File: config.mk
export PLATFORM = sky130hd
export DESIGN_NAME = dfr_feedback_reservoir
export DESIGN_NICKNAME = d
export VERILOG_FILES = /design/src/rtl/dfr_feedback_reservoir.sv
export SDC_FILE = /design/constraint.sdc
export NUM_CORES = 2
export LEC_CHECK = 0
export CORE_MARGIN = 2
export CORE_UTILIZATION = 69
export DETAILED_ROUTE_END_ITERATION = 12
export HOLD_SLACK_MARGIN = 0.06
export PLACE_DENSITY_LB_ADDON = 0.15
export SETUP_SLACK_MARGIN = 0.1
export SLEW_MARGIN = 10
export SYNTH_ARGS = -nofsm -noshare
export SYNTH_HDL_FRONTEND = slang
export SYNTH_SLANG_ARGS = --single-unit
File: constraint.sdc
create_clock -name clk -period 37.9 [get_ports clk]
set_input_delay 11.37 -clock clk [delete_from_list [all_inputs] [get_ports clk]]
set_output_delay 11.37 -clock clk [all_outputs]
set_load 0.05 [all_outputs]
File: src/rtl/dfr_feedback_reservoir.sv
// Delayed-feedback reservoir delay loop: valid-qualified virtual-node shift line
// with runtime loop length and saturating, gain-scaled tail-to-head feedback.
module dfr_feedback_reservoir #(
  parameter  int DATA_WIDTH = 32,
  parameter  int MAX_NODES  = 10,
  parameter  int GAIN_WIDTH = 16,
  parameter  int GAIN_FRAC  = 8,
  localparam int LEN_W      = $clog2(MAX_NODES + 1),
  localparam int IDX_W      = (MAX_NODES > 1) ? $clog2(MAX_NODES) : 1
) (
  input  logic                         clk,
  input  logic                         rst,
  input  logic                         clear,
  input  logic [LEN_W-1:0]             cfg_len,
  input  logic signed [GAIN_WIDTH-1:0] cfg_gain,
  input  logic signed [DATA_WIDTH-1:0] din,
  input  logic                         din_valid,
  output logic signed [DATA_WIDTH-1:0] dout,
  output logic                         dout_valid,
  output logic [IDX_W-1:0]             node_idx,
  output logic                         frame_done
);

  localparam int PW = DATA_WIDTH + GAIN_WIDTH;
  localparam int SW = PW + 1;

  logic signed [DATA_WIDTH-1:0] node [MAX_NODES];
  logic [LEN_W-1:0]             len_q;
  logic [LEN_W-1:0]             len_load;
  logic signed [DATA_WIDTH-1:0] tail;
  logic signed [PW-1:0]         prod;
  logic signed [PW-1:0]         fb;
  logic signed [SW-1:0]         sum;
  logic signed [DATA_WIDTH-1:0] sat_sum;
  logic [IDX_W-1:0]             last_idx;
  logic                         wrap;

  // Tail is the node at position len_q-1; a decoded mux keeps indexing in range.
  always_comb begin
    tail = '0;
    for (int unsigned k = 0; k < MAX_NODES; k++) begin
      if (LEN_W'(k + 1) == len_q) tail = node[k];
    end
  end

  // Full-precision product; arithmetic shift floors toward -inf.
  always_comb begin
    prod = PW'(tail) * PW'(cfg_gain);
    fb   = prod >>> GAIN_FRAC;
    sum  = SW'(din) + SW'(fb);
  end

  // In range when all bits above the data sign bit agree with it.
  always_comb begin
    if ((&sum[SW-1:DATA_WIDTH-1]) || !(|sum[SW-1:DATA_WIDTH-1]))
      sat_sum = sum[DATA_WIDTH-1:0];
    else if (sum[SW-1])
      sat_sum = {1'b1, {(DATA_WIDTH-1){1'b0}}};
    else
      sat_sum = {1'b0, {(DATA_WIDTH-1){1'b1}}};
  end

  always_comb begin
    if (cfg_len == '0)
      len_load = LEN_W'(1);
    else if (cfg_len > LEN_W'(MAX_NODES))
      len_load = LEN_W'(MAX_NODES);
    else
      len_load = cfg_len;
  end

  always_comb begin
    last_idx = IDX_W'(len_q - LEN_W'(1));
    wrap     = (node_idx == last_idx);
  end

  always_ff @(posedge clk or posedge rst) begin
    if (rst) begin
      for (int unsigned k = 0; k < MAX_NODES; k++) node[k] <= '0;
      len_q      <= LEN_W'(MAX_NODES);
      node_idx   <= '0;
      dout       <= '0;
      dout_valid <= 1'b0;
      frame_done <= 1'b0;
    end else if (clear) begin
      for (int unsigned k = 0; k < MAX_NODES; k++) node[k] <= '0;
      len_q      <= len_load;
      node_idx   <= '0;
      dout       <= '0;
      dout_valid <= 1'b0;
      frame_done <= 1'b0;
    end else if (din_valid) begin
      node[0] <= sat_sum;
      // Positions beyond the active length are forced to zero so they never feed back.
      for (int unsigned k = 1; k < MAX_NODES; k++)
        node[k] <= (LEN_W'(k) < len_q) ? node[k-1] : '0;
      dout       <= tail;
      dout_valid <= 1'b1;
      node_idx   <= wrap ? '0 : node_idx + IDX_W'(1);
      frame_done <= wrap;
    end else begin
      dout_valid <= 1'b0;
      frame_done <= 1'b0;
    end
  end

endmodule

Word-level counts from Yosys, hierarchy flattened --
Index checks and enable logic that the tools add are counted.
Word-level totals: flip-flop bits (word level) 362, bits in latches 0, RAM bits 0, memory bits (read-only) 0, input port bits 56, output and inout bits 38, word-level logic and storage cells 80, memories 0
Cells by class: add/sub/neg operators 3, multiply operators 1, div/mod/pow operators 0, magnitude comparators 10, equality and inequality tests 11, shift operators 0, mux-type cells 34, bitwise logic cells 0, reduce and logical (&&, ||, !) cells 6
Operator list (number):
- $mux 32 | 23
- $mux 320 | 2
- $mul 32x16->48 | 1
- $add 32x40->41 | 1
- $mux 4 | 5
- $reduce_and 18->1 | 1
- $reduce_or 18->1 | 1
- $eq 3x4->1 const A | 4
- $lt 3x4->1 const A | 4
- $eq 4x4->1 const A | 3
- $eq 2x4->1 const A | 2
- $lt 2x4->1 const A | 2
- $lt 4x4->1 const A | 2
- $add 4x1->4 const B | 1
- $eq 1x4->1 const A | 1
- $eq 4x4->1 | 1
- $gt 4x4->1 const B | 1
- $logic_not 4->1 | 1
- $lt 1x4->1 const A | 1
- $mux 1 | 4
- $sub 4x1->4 const B | 1
- $reduce_bool 2->1 | 1
- $logic_not 1->1 | 1
- $logic_or 1x1->1 | 1

Depth between registers and ports, before layout --
depth after elaboration 19, gate-level depth with buffers 55, mapped depth without buffers 48

Least setup slack after synthesis --
No wires, ideal clock.
path type in2reg, start input port cfg_gain[1], end register node[290] (netlist name), library setup time 0.076 ns, arrival 20.407 ns, required time 37.824 ns, slack 17.417 ns, cell stages on the path 38, buffers on the path 3, cell sequence clkbuf_1 -> nand2_1 -> fa_1 -> inv_1 -> fa_1 -> inv_1 -> fa_1 -> inv_1 -> fa_1 -> fa_1 -> inv_1 -> fa_1 -> inv_1 -> ha_1 -> nand2_1 -> o21ai_0 -> nor4_1 -> o211a_1 -> (+2 left out) -> o21bai_2 -> nor2b_1 -> nor2_1 -> xnor2_1 -> ha_1 -> and2_1 -> clkbuf_1 -> a221oi_1 -> o21ai_1 -> a2111oi_0 -> o21ai_1 -> xnor2_1 -> nor2_1 -> or4b_1 -> or4_1 -> o32a_4 -> buf_6 -> o21ai_1
Between the ends: word-level cells in the longest chain between the ends 8, elaborated cells on any way between the ends 10, classes of those cells add/sub: 1; mul: 1; mux: 4; reduce/logical: 4
Ends and longest elaborated chain:
- start: declaration | line 15 | input logic signed [GAIN_WIDTH-1:0] cfg_gain,
- $mul 32x16->48 * | line 48 | prod = PW'(tail) * PW'(cfg_gain);
- $add 32x40->41 * | line 50 | sum = SW'(din) + SW'(fb);
- $reduce_or 18->1 | line 55 | if ((&sum[SW-1:DATA_WIDTH-1]) || !(|sum[SW-1:DATA_WIDTH-1]))
- $logic_not 1->1 | line 55
- $logic_or 1x1->1 | line 55
- $mux 32 * | line 55
- $mux 320 * | line 92 | end else if (din_valid) begin
- $mux 320 * | line 85 | end else if (clear) begin
- end signal: indexed assignment | line 96 | node[k] <= (LEN_W'(k) < len_q) ? node[k-1] : '0;
- end: declaration | line 27 | logic signed [DATA_WIDTH-1:0] node [MAX_NODES];
Mark *: on every way between the ends. The rest lies on a longest branch, timed or not. The select of a mux whose other input is x is not followed. A chain may end at the register's enable or synchronous reset.

Worst setup path in the final report --
start input port cfg_gain[1], end register node[295] (netlist name)
Same word-level chain as after synthesis.

==> impl_results.md <==
- Worst EP required: 38.35 ns
- Crit path from: cfg_gain[1]
- CP dominant cell by count: fa_1
- CORE AREA: 51,300 µm²
- Hold crit path type: reg -> reg
- Layout cells sized above 1: 4.39%
- Post-DR vias/cell: 6.49
- Crit end category: register
- RSZ-0062 raised after global routing: no
- FF+latch count, synth: 362
- Initial antenna violation count: 0
- Worst Path Max Fanout: 33
- DRT iter0 DRCs: 3,262
- CTS resizes: 0
- Skew-Pair Late Insertion Delay: 0.55 ns
- Synth Cell Area: 35,700 µm²
- Storage cell area: 9060 µm²
- Max incr delay on CP: 0.56 ns
- Relative slew slack: 8.22%
- Area growth, synth to finish: 7.11%
- Worst Max-Slew Pin Slew: 1.37 ns
- Die width: 232 µm
- Number of synthesized flops with an enable pin: 0
- Worst hold path cell count: 1
- Setup Skew: 0.0230 ns
- Nets: 4,390
- Routed len/inst: 23.0 µm
- Final Wtd Congestion: 0.999
- Max Slew Vio Count: 0
- Post-Route WL: 101,000 µm
- Worst hold slack: 0.520 ns
- Htree depth: 2
- Via count: 28,505
- TritonCTS clock tree: done
- Fmax: 0.0460 GHz
- Io pins: 94
- Critical hold path startpoint: node[262]$_DFFE_PP0P_
- Syn. warnings: 0
- VDD IR-drop max: 151 µV
- Die area: 53,600 µm²
- Clk Tree Root Cell: clkbuf_16
- Clk slew on worst S/H paths: 0.06 ns
- Vias in the first global route: 28,732
- Largest net degree at the start of global routing: 203
- Most used DFF post-synth: dfrtp_1
- Max cap viols: 0
- Minimum clock period: 21.73 ns
- Period Utilization, post-route: 57.3%
- Initial Utilization: 69.7%
- Arr. time, crit path: 22.19 ns
- Gr usage total: 38.9%
- Post-synth cell types: 91
- Critical R2R Launch: len_q[0]$_DFFE_PP0P_
- LEAKAGE: 18.6 nW
- CTS Buf Count: 36
- Area of the multi-input gates: 23,600 µm²
- Post-Synthesis Cells: 3,755
- Seq/Total Area, Yosys: 25.3%
- Clock sink total: 362
- Syn Area/Cell: 9.52 µm²
- Number of diodes: 0
- Grt total ovfl: 0
- Post-route ant nets: 0
- Slowest CP cell: fa_1
- Fillers: 3,699
- Die height: 232 µm
- Kind of critical path: in -> reg
- Worst reg2reg endpoint: node[295]$_DFFE_PP0P_
- Pwr/cell area: 68.1 nW/µm²
- Setup_tns: 0 ns
- Status: finished clean
- Worst-case reg-to-reg path depth: 47
- DPL Wire Length: 74,700 µm
- CP startpoint kind: input pin
- DRC: 0
- Async S/R FF share, synth: 100%
- Count of final setup violators: 0
- Post-Syn Nets: 4,455
- Final Hold Fails: 0
- Setup bufs post-CTS: 0
- R2r setup slk: 23.31 ns
- Hold Path Sink: node[230]$_DFFE_PP0P_
- IO buf count: 93
- Drt first pass iters: 6
- Global-route wire length before repair: 162,000 µm
- CTS hold repair buffers: 0
- FP Rows: 83
- Bufs on Longest Clock Path: 3
## Yosys cell counts, types with 51 or more instances
library cell / instances / area share, %
a211oi_1: 101 / 2.1
inv_1: 587 / 6.2
and2_1: 201 / 3.5
nor2_1: 252 / 2.6
dfrtp_1: 360 / 25
a221oi_1: 66 / 1.6
ha_1: 158 / 5.5
xnor2_1: 51 / 1.2
a21oi_1: 132 / 1.8
a21o_1: 76 / 1.6
nand2_1: 382 / 4.0
a22o_1: 289 / 7.1
fa_1: 486 / 27
clkbuf_1: 206 / 2.2
## final cells by class
| class | instances | area share, % |
|---|---|---|
| Clock buffer | 47 | 2.70 |
| Clock inverter | 15 | 0.657 |
| Inverter | 588 | 5.78 |
| Multi-Input combinational cell | 2568 | 61.7 |
| Sequential cell | 362 | 23.7 |
| Tap cell | 680 | 2.22 |
| Timing Repair Buffer | 134 | 3.24 |
## metrics by stage
stage	util (%)	setup slack, ns	std cells	instance area, µm²	total power, mW
floorplan	-	16.49	3755	35700	1.69
CTS	74.6	15.72	4394	38300	2.59
global route	74.6	15.55	4394	38300	2.79
detailed placement	72.1	15.27	4332	37000	2.18
global placement	72.1	15.46	4332	37000	2.17
finish	74.6	16.17	4394	38300	2.61
## critical path, delay by kind of cell
| family | cells | cell delay [ns] |
|---|---|---|
| xor gates and xnor gates | 2 | 0.35 |
| and+or+nand+nor | 5 | 1.39 |
| AOI/OAI and AO/OA | 15 | 4.16 |
| buffers and inverters | 7 | 1.11 |
| adders and majority gates | 8 | 3.75 |
## worst max-delay path by stage
| stage | endpoint | slack [ns] | cells past startpoint |
|---|---|---|---|
| after floorplan | dout[0]$_DFFE_PP0P_ | 16.49 | 1 |
| after global placement | node[295]$_DFFE_PP0P_ | 15.46 | 36 |
| after detailed placement | node[294]$_DFFE_PP0P_ | 15.27 | 35 |
| after CTS | node[295]$_DFFE_PP0P_ | 15.72 | 35 |
| after global routing | node[295]$_DFFE_PP0P_ | 15.55 | 37 |
| final | node[295]$_DFFE_PP0P_ | 16.17 | 37 |
## layer usage
layer	track usage, %	wire length (µm)
met5	0	0
met4	12.7	3820
met3	9.07	10700
met2	57.6	45000
met1	57.2	41700
## report_power, final
| part | switching (mW) | leakage (nW) | internal (mW) |
|---|---|---|---|
| combinational | 1.12 | 13.0 | 0.673 |
| clock | 0.160 | 0.624 | 0.228 |
| sequential | 0.0225 | 5.00 | 0.407 |
## sequential cells by signal, indices dropped and copies added, names as in the netlist
name and count:
dout_valid 1, frame_done 1, len_q 4, node_idx 4, dout 32, node 320
## kinds of logic (layout without fill, tap and decap cells)
logic type                 count (synthesis)  count (layout)  synth area share, %
DFF                                      362             362                 25.3
xor gates and xnor gates                  82              82                 2.01
and+or+nand+nor                          963             963                 12.5
buffers and inverters                    825             784                 8.81
AOI/OAI and AO/OA                        875             875                 18.5
muxes                                      4               4                0.116
adders and majority gates                644             644                 32.7
## cell usage in the layout, fill, tap and decap left out, types with 4 or more instances in the layout
cell type          n
nor2b_1           18
and3_1            15
o21a_1             9
a22oi_1           32
o21ai_1           35
nor3_1            10
xnor2_1           51
a221o_1            4
and2_1           200
o211ai_1          12
o21bai_1           6
or2_2             14
nand2_1          382
a21oi_1          131
nand2b_1          13
clkbuf_16         36
nor4_1             4
a21o_1            76
a211oi_1          98
a211o_1            5
dfrtp_1          360
nand4_1            9
a221oi_1          66
ha_1             158
a22o_1           289
nor2_1           248
buf_4             40
o21ai_0           47
fa_1             486
inv_1            585
o22ai_1            5
clkbuf_8           9
a31oi_1            6
xor2_1            31
bufinv_16          5
nand3_1           18
clkdlybuf4s50_1   91
Power figures use the tool's default switching activity.
